**src/rtl/jt12_kon_sched.sv**
```systemverilog
// jt12_kon_sched: queues reg 0x28 key-on writes and releases one per slot frame,
// holding each command until the sequencer has passed op S4 of its channel.
module jt12_kon_sched #(
   parameter int DEPTH  = 4,
   parameter int num_ch = 6
) (
   input  logic                     clk,
   input  logic                     rst_n,
   input  logic                     clk_en,
   input  logic                     wr,
   input  logic [7:0]               din,
   input  logic [1:0]               next_op,
   input  logic [2:0]               next_ch,
   output logic [3:0]               keyon_op,
   output logic [2:0]               keyon_ch,
   output logic                     up_keyon,
   output logic                     busy,
   output logic [$clog2(DEPTH):0]   level,
   output logic                     ovf,
   output logic                     err
);
   localparam int AW = $clog2(DEPTH);
   typedef enum logic [1:0] {IDLE, ISSUE, WAIT} state_t;
   state_t        state;
   logic [6:0]    mem [DEPTH];
   logic [AW-1:0] wr_ptr, rd_ptr;
   logic [4:0]    timer;
   logic [2:0]    wr_ch;
   logic          ch_ok, full, match, push, pop, unused_din;
   assign unused_din = din[3];
   // with three channels ch[2] is ignored, so codes 4-6 alias 0-2
   assign wr_ch = num_ch == 3 ? {1'b0, din[1:0]} : din[2:0];
   assign ch_ok = din[1:0] != 2'd3;
   assign full  = level == (AW+1)'(DEPTH);
   assign match = next_ch == keyon_ch && next_op == 2'd3;
   assign pop   = clk_en && state == WAIT && (match || timer == 5'd23);
   assign push  = wr && ch_ok && (!full || pop);
   assign busy  = state != IDLE || level != '0;
   always_ff @(posedge clk) begin
      if (!rst_n) begin
         wr_ptr <= '0;
         rd_ptr <= '0;
         level  <= '0;
         ovf    <= 1'b0;
      end else begin
         if (push) wr_ptr <= wr_ptr + 1'b1;
         if (pop) rd_ptr <= rd_ptr + 1'b1;
         level <= level + (AW+1)'(push) - (AW+1)'(pop);
         if (wr && ch_ok && !push) ovf <= 1'b1;
      end
   end
   always_ff @(posedge clk)
      if (push) mem[wr_ptr] <= {din[7:4], wr_ch};
   always_ff @(posedge clk) begin
      if (!rst_n) begin
         state    <= IDLE;
         keyon_op <= '0;
         keyon_ch <= '0;
         up_keyon <= 1'b0;
         timer    <= '0;
         err      <= 1'b0;
      end else if (clk_en) begin
         if (state == IDLE && level != '0) begin
            state    <= ISSUE;
            keyon_op <= mem[rd_ptr][6:3];
            keyon_ch <= mem[rd_ptr][2:0];
            up_keyon <= 1'b1;
         end else if (state == ISSUE) begin
            state    <= WAIT;
            up_keyon <= 1'b0;
            timer    <= '0;
         end else if (state == WAIT) begin
            timer <= timer + 5'd1;
            if (pop) begin
               state <= IDLE;
               err   <= err | !match;
            end
         end
      end
   end
endmodule

```
**config.mk**
```make
export PLATFORM = sky130hd
export DESIGN_NAME = jt12_kon_sched
export DESIGN_NICKNAME = d
export VERILOG_FILES = /design/src/rtl/jt12_kon_sched.sv
export SDC_FILE = /design/constraint.sdc
export NUM_CORES = 1
export LEC_CHECK = 0
export ABC_AREA = 1
export BUFFER_PORTS_ARGS = -buffer_cell sky130_fd_sc_hd__buf_2
export CAP_MARGIN = 20
export CORE_ASPECT_RATIO = 0.5
export CORE_MARGIN = 8
export CORE_UTILIZATION = 37
export CTS_BUF_LIST = sky130_fd_sc_hd__clkbuf_8
export DETAILED_ROUTE_END_ITERATION = 12
export PLACE_DENSITY_LB_ADDON = 0.12
export SYNTH_ARGS = -nofsm -noshare
export SYNTH_HDL_FRONTEND = slang
export SYNTH_SLANG_ARGS = --single-unit
```
**constraint.sdc**
```tcl
create_clock -name clk -period 2.4 [get_ports clk]
set_clock_uncertainty 0.2 [all_clocks]
set_input_delay 0.48 -clock clk [delete_from_list [all_inputs] [get_ports clk]]
set_output_delay 0.48 -clock clk [all_outputs]
set_load 0.02 [all_outputs]
```
=== After elaboration in Yosys (flattened, before gate mapping) ===
Memories as Yosys holds them, arrays and structs flattened. A register that Yosys moved wholly into a read port is not among the register bits.
Cells that the tools add are included.

* Memory bits (writable): 28
* Output and inout bits: 14
* Register bits: 17
* Memories: 1
* Logic and storage cells: 60

{| class="wikitable"
|+ Memories
! memory !! words !! width !! rd ports !! clocked after Yosys merged registers in !! write ports !! line !! source
|-
| mem || 4 || 7 || 1 || 1 || 1 || 25 || <nowiki>logic [6:0] mem [DEPTH];</nowiki>
|}

* Bitwise operators: 3
* Mux-type cells: 10
* Add/sub/neg operators: 5
* Eq/ne operators: 7
* Reduce and logical (&&, ||, !) cells: 26

{| class="wikitable"
|+ Operators by type and width
! cell !! count
|-
| two-way mux 5 bit || 2
|-
| nonzero test 3 bit || 3
|-
| two-way mux 2 bit || 4
|-
| logical AND 1 bit || 7
|-
| AND reduction 3 bit || 2
|-
| nonzero test 2 bit || 3
|-
| adder 5 x 1 -> 5 bit (second input constant) || 1
|-
| equality test 5 bit (second input constant) || 1
|-
| AND reduction 5 bit || 1
|-
| adder 2 x 1 -> 2 bit (second input constant) || 2
|-
| equality test 2 bit (second input constant) || 2
|-
| zero test 1 bit || 4
|-
| two-way mux 1 bit || 4
|-
| AND reduction 2 bit || 2
|-
| adder 3 x 1 -> 3 bit || 1
|-
| equality test 3 bit || 1
|-
| equality test 3 bit (second input constant) || 1
|-
| logical OR 1 bit || 3
|-
| subtractor 3 x 1 -> 3 bit || 1
|-
| equality test 2 x 1 -> 1 bit (second input constant) || 1
|-
| zero test 2 bit || 1
|-
| != test 2 bit (second input constant) || 1
|-
| inverter 1 bit || 2
|-
| OR 1 bit || 1
|}

=== Longest topological paths before layout ===
* Depth after elaboration: 8
* Mapped depth: 17
* Depth with buffers taken out: 17

=== Worst setup path after synthesis ===
No wires, ideal clock.

* Path type: flip-flop to flip-flop
* Start: reg keyon_ch[2] (read register of mem)
* End: reg level[2]
* Slack: -0.227 ns
* Buffers on the path: 0
* Cell stages (with the launch flop): 18
* Clock period less this slack: 2.627 ns
* Arrival time: 2.297 ns
* Cells stage by stage: dfxtp_1 -> inv_1 -> nand2_1 -> nand2_1 -> nor2_2 -> nand2_1 -> nand2_2 -> nand2_4 -> nand2_4 -> nand2_4 -> ha_1 -> inv_1 -> ha_1 -> inv_1 -> fa_1 -> xor2_1 -> o21ai_0 -> a21oi_1

* Cells in the longest elaborated chain, start to end: 8

{| class="wikitable"
|+ Ends and longest elaborated chain
! what !! line !! source
|-
| start, declared || 15 || <nowiki>output logic [2:0] keyon_ch,</nowiki>
|-
| equality test 3 bit (*) || 35 || <nowiki>assign match = next_ch == keyon_ch && next_op == 2'd3;</nowiki>
|-
| logical AND 1 bit (*) || 35 ||
|-
| logical OR 1 bit (*) || 36 || <nowiki>assign pop = clk_en && state == WAIT && (match || timer == 5'd23);</nowiki>
|-
| logical AND 1 bit (*) || 36 ||
|-
| logical OR 1 bit || 37 || <nowiki>assign push = wr && ch_ok && (!full || pop);</nowiki>
|-
| logical AND 1 bit || 37 ||
|-
| adder 3 x 1 -> 3 bit || 48 || <nowiki>level <= level + (AW+1)'(push) - (AW+1)'(pop);</nowiki>
|-
| subtractor 3 x 1 -> 3 bit (*) || 48 ||
|-
| end signal, assigned || 48 ||
|-
| end, declared || 18 || <nowiki>output logic [$clog2(DEPTH):0] level,</nowiki>
|}

Every way passes the cells marked *; elsewhere a longest branch is shown, timed or not.
A chain may end at the register's enable or synchronous reset.

=== Final worst setup path ===
* Start: reg keyon_ch[1] (read register of mem)
* End: reg level[2]

The elaborated chain is that of the path after synthesis.

==> results_dict.tcl <==
set metrics [dict create \
    pwr-share-seq 0.512 \
    endpoint_kind "register" \
    n_fill_cell 591 \
    combinationalPowerShare 0.191 \
    yosysWarningCount 0 \
    routed_wl_mm 4.88 \
    dr.pass1.iters 4 \
    grt_pass1_wl_mm 7.89 \
    clk_latency_ns 0.31 \
    grt_pass1_vias 1557 \
    grt_setup_unrepaired "true" \
    io_buffers 29 \
    reg2reg_slack_ns 0.02 \
    netlist_area_um2 2280 \
    cpMaxStageDelayCell "fa_2" \
    crit_path_max_fanout 4 \
    routed-wl-met2_mm 2.10 \
    synthCells 236 \
    period_needed_ns 2.38 \
    worst-slew-pin-transition_ns 0.559 \
    cts.sinks 52 \
    path_clk_slew_ns 0.10 \
    synth_ff_type "edfxtp_1" \
    fin_crit_sh 0.990 \
    cts_buffers 5 \
    p_int_uw 1470 \
    avgSynthCellArea_um2 9.66 \
    synth_cell_types 26 \
    antenna_left 0 \
    via_count 1678 \
    pwr-share-clk 0.296 \
    h-tree-depth 2 \
    ff_latch_area_um2 1330 \
    wl_per_cell_um 13.2 \
    route.detailed.drc 0 \
    fin_util 0.476 \
    wl_met1_mm 2.56 \
    dp_hpwl_mm 3.51 \
    status "finished clean" \
    synth.yosys.seq_area_share 0.580 \
    clockBufferDepth 2 \
    detailedPlace.worstSlack_ns -0.295 \
    avgViaCountPerCell 4.54 \
    ys_async_sr_fraction 0 \
    leakagePower_uw 0.00121 \
    powerDensity_nw_per_um2 711 \
    start_kind "register" \
    setup_violations 0 \
    coreArea_um2 6010 \
    nets 320 \
    synthToLayoutAreaGrowth_pct 25.4 \
    worst_r2r_path_depth 17 \
    worst_ir_drop_vdd_mv 0.369 \
    setup.worst_path.start "keyon_ch[1]$_SDFFE_PN0P_" \
    gp_congestion 0.739 \
    dieArea_um2 9080 \
    root_buffer "clkbuf_8" \
    min_path_type "input pin to register" \
    route.met3.wl_um 184 \
    p_sw_uw 561 \
    worst_ep_required_time_ns 2.40 \
    multi_input_area_um2 850 \
    synth_edf_count 28 \
    path_class "register to register" \
    cp_slowest_stage_delay_ns 0.36 \
    drv_cap 0 \
    row_count 20 \
    grt_overflow_total 0 \
    placed_cells 356 \
    rr_endpoint "level[2]$_SDFF_PN0_" \
    path_cells "inv_2, nand2_2, nand2_2, nor2_4, nand2_1, nand2_2, nand2_4, nand2_4, nand2_4, ha_4, inv_2, ha_4, inv_2, fa_2, xor2_2, o21ai_1, a21oi_1" \
    grt_use_total 0.111 \
    drive_gt1_frac 0.314 \
    finalHoldViolations 0 \
    finalMaxSlewViolations 0 \
    fmax_mhz 421 \
    fin_ws_ns 0.0236 \
    r2r-start "keyon_ch[1]$_SDFFE_PN0P_" \
    switching_share 0.276 \
    die_x_um 127 \
    finalNonFillerCells 370 \
    grt_max_degree 17 \
    grt_antenna_before_repair 0 \
    start_util 0.380 \
    topRoutingLayerUsed "met4" \
    crit_end "level[2]$_SDFF_PN0_" \
    fp.dieH_um 71.5 \
    cts_tree "done" \
    ios 31 \
    n_antenna_cell 0 \
    dr.first_iter.drc_count 66 \
    crit_arrival_ns 2.38 \
    synthesis.nets 264 \
    relSlewSlack 0.626 \
    synth-seq-cells 52 \
]
## sequential cells by signal (all words and copies together) (netlist names)
| signal | count |
|---|---|
| err | 1 |
| keyon_ch | 3 |
| keyon_op | 4 |
| level | 3 |
| mem | 28 |
| ovf | 1 |
| rd_ptr | 2 |
| state | 2 |
| timer | 5 |
| up_keyon | 1 |
| wr_ptr | 2 |
## routing by layer
layer	vias up	global-route usage
met5	-	0
met2	21	0.166
met4	0	0.0275
met1	764	0.150
li1	889	-
met3	4	0.0363
## through the flow
step	setup TNS, ns	hold WS [ns]	cell area [um2]	power, uW
2_1_floorplan	-0.0942	0.275	2330	1280
3_3_place_gp	-0.351	0.230	2680	1420
3_5_place_dp	-0.456	0.236	2680	1430
4_1_cts	0	0.171	2800	2040
5_1_grt	-0.117	0.167	2860	2140
6_report	0	0.186	2860	2030
## what timing repair did
item	4_1_cts	5_1_grt
gates resized for setup	2	7
hold buffers	0	0
setup endpoints to repair	1	2
pin swaps	9	11
buffers inserted	1	5
## power by group through the flow
stage,sequential [uW],clock [uW],combinational [uW]
2_1_floorplan,1100,0,187
3_3_place_gp,1060,0,362
3_5_place_dp,1060,0,367
4_1_cts,1040,628,372
5_1_grt,1050,662,434
6_report,1040,602,388
## worst max-delay path, delay by kind of cell, from the launching register on
kind,cells,cell delay (ns)
fa+ha+maj,3,0.68
compound gates,2,0.18
xor+xnor,1,0.15
buf+inv,3,0.13
flops,1,0.35
simple gates,8,0.59
## cell type report
type                       instances  area share
clock inverter                     3      0.0149
inverter                          38      0.0525
tap                               77      0.0337
timing repair buffer              53       0.114
multi-input combinational        142       0.297
clock buffer                       5      0.0241
sequential                        52       0.464
## how the worst min path moves through the flow
stage / start / endpoint / slack, ns / cells after the start
after floorplan: state[0]$_SDFFE_PN0P_ / state[0]$_SDFFE_PN0P_ / 0.28 / 2
after global placement: keyon_op[1]$_SDFFE_PN0P_ / keyon_op[1]$_SDFFE_PN0P_ / 0.23 / 2
after detailed placement: keyon_op[3]$_SDFFE_PN0P_ / keyon_op[3]$_SDFFE_PN0P_ / 0.24 / 2
after CTS: din[7] / mem[3][6]$_DFFE_PP_ / 0.17 / 1
after global routing: din[7] / mem[3][6]$_DFFE_PP_ / 0.17 / 1
final: din[7] / mem[3][6]$_DFFE_PP_ / 0.19 / 1
## cell families (layout without fill, tap and decap cells)
group,after synthesis,after routing,share of synthesized area
AOI/OAI and AO/OA,51,51,0.120
xor gates and xnor gates,2,2,0.00769
adders and majority gates,11,11,0.0637
buffers and inverters,42,99,0.0741
DFF,52,52,0.580
and+or+nand+nor,78,78,0.155
## cell usage after synthesis, drive strengths merged (2+ instances only)
cell,instances,area [um2]
o22ai,7,43.8
xor2,2,17.5
inv,38,143
nor3,5,30.0
buf,3,22.5
a21oi,17,85.1
nand3,8,40.0
nor2,33,129
o21ai,26,134
dfxtp,24,480
edfxtp,28,841
nand2,29,134
ha,10,125
## cell usage in the layout, fill, tap and decap left out, types with 5 or more instances in the layout
master    netlist  routed
buf_2           0      29
nand2_1        25      21
dfxtp_1        24      21
edfxtp_1       28      28
inv_2           2       8
nor2_1         31      30
inv_1          36      29
o21ai_0        23      22
clkbuf_8        0       5
o22ai_1         7       7
a21oi_1        17      17
nand3_1         8       8
ha_1           10       7
buf_4           3      24
(Power assumes the default switching activity.)
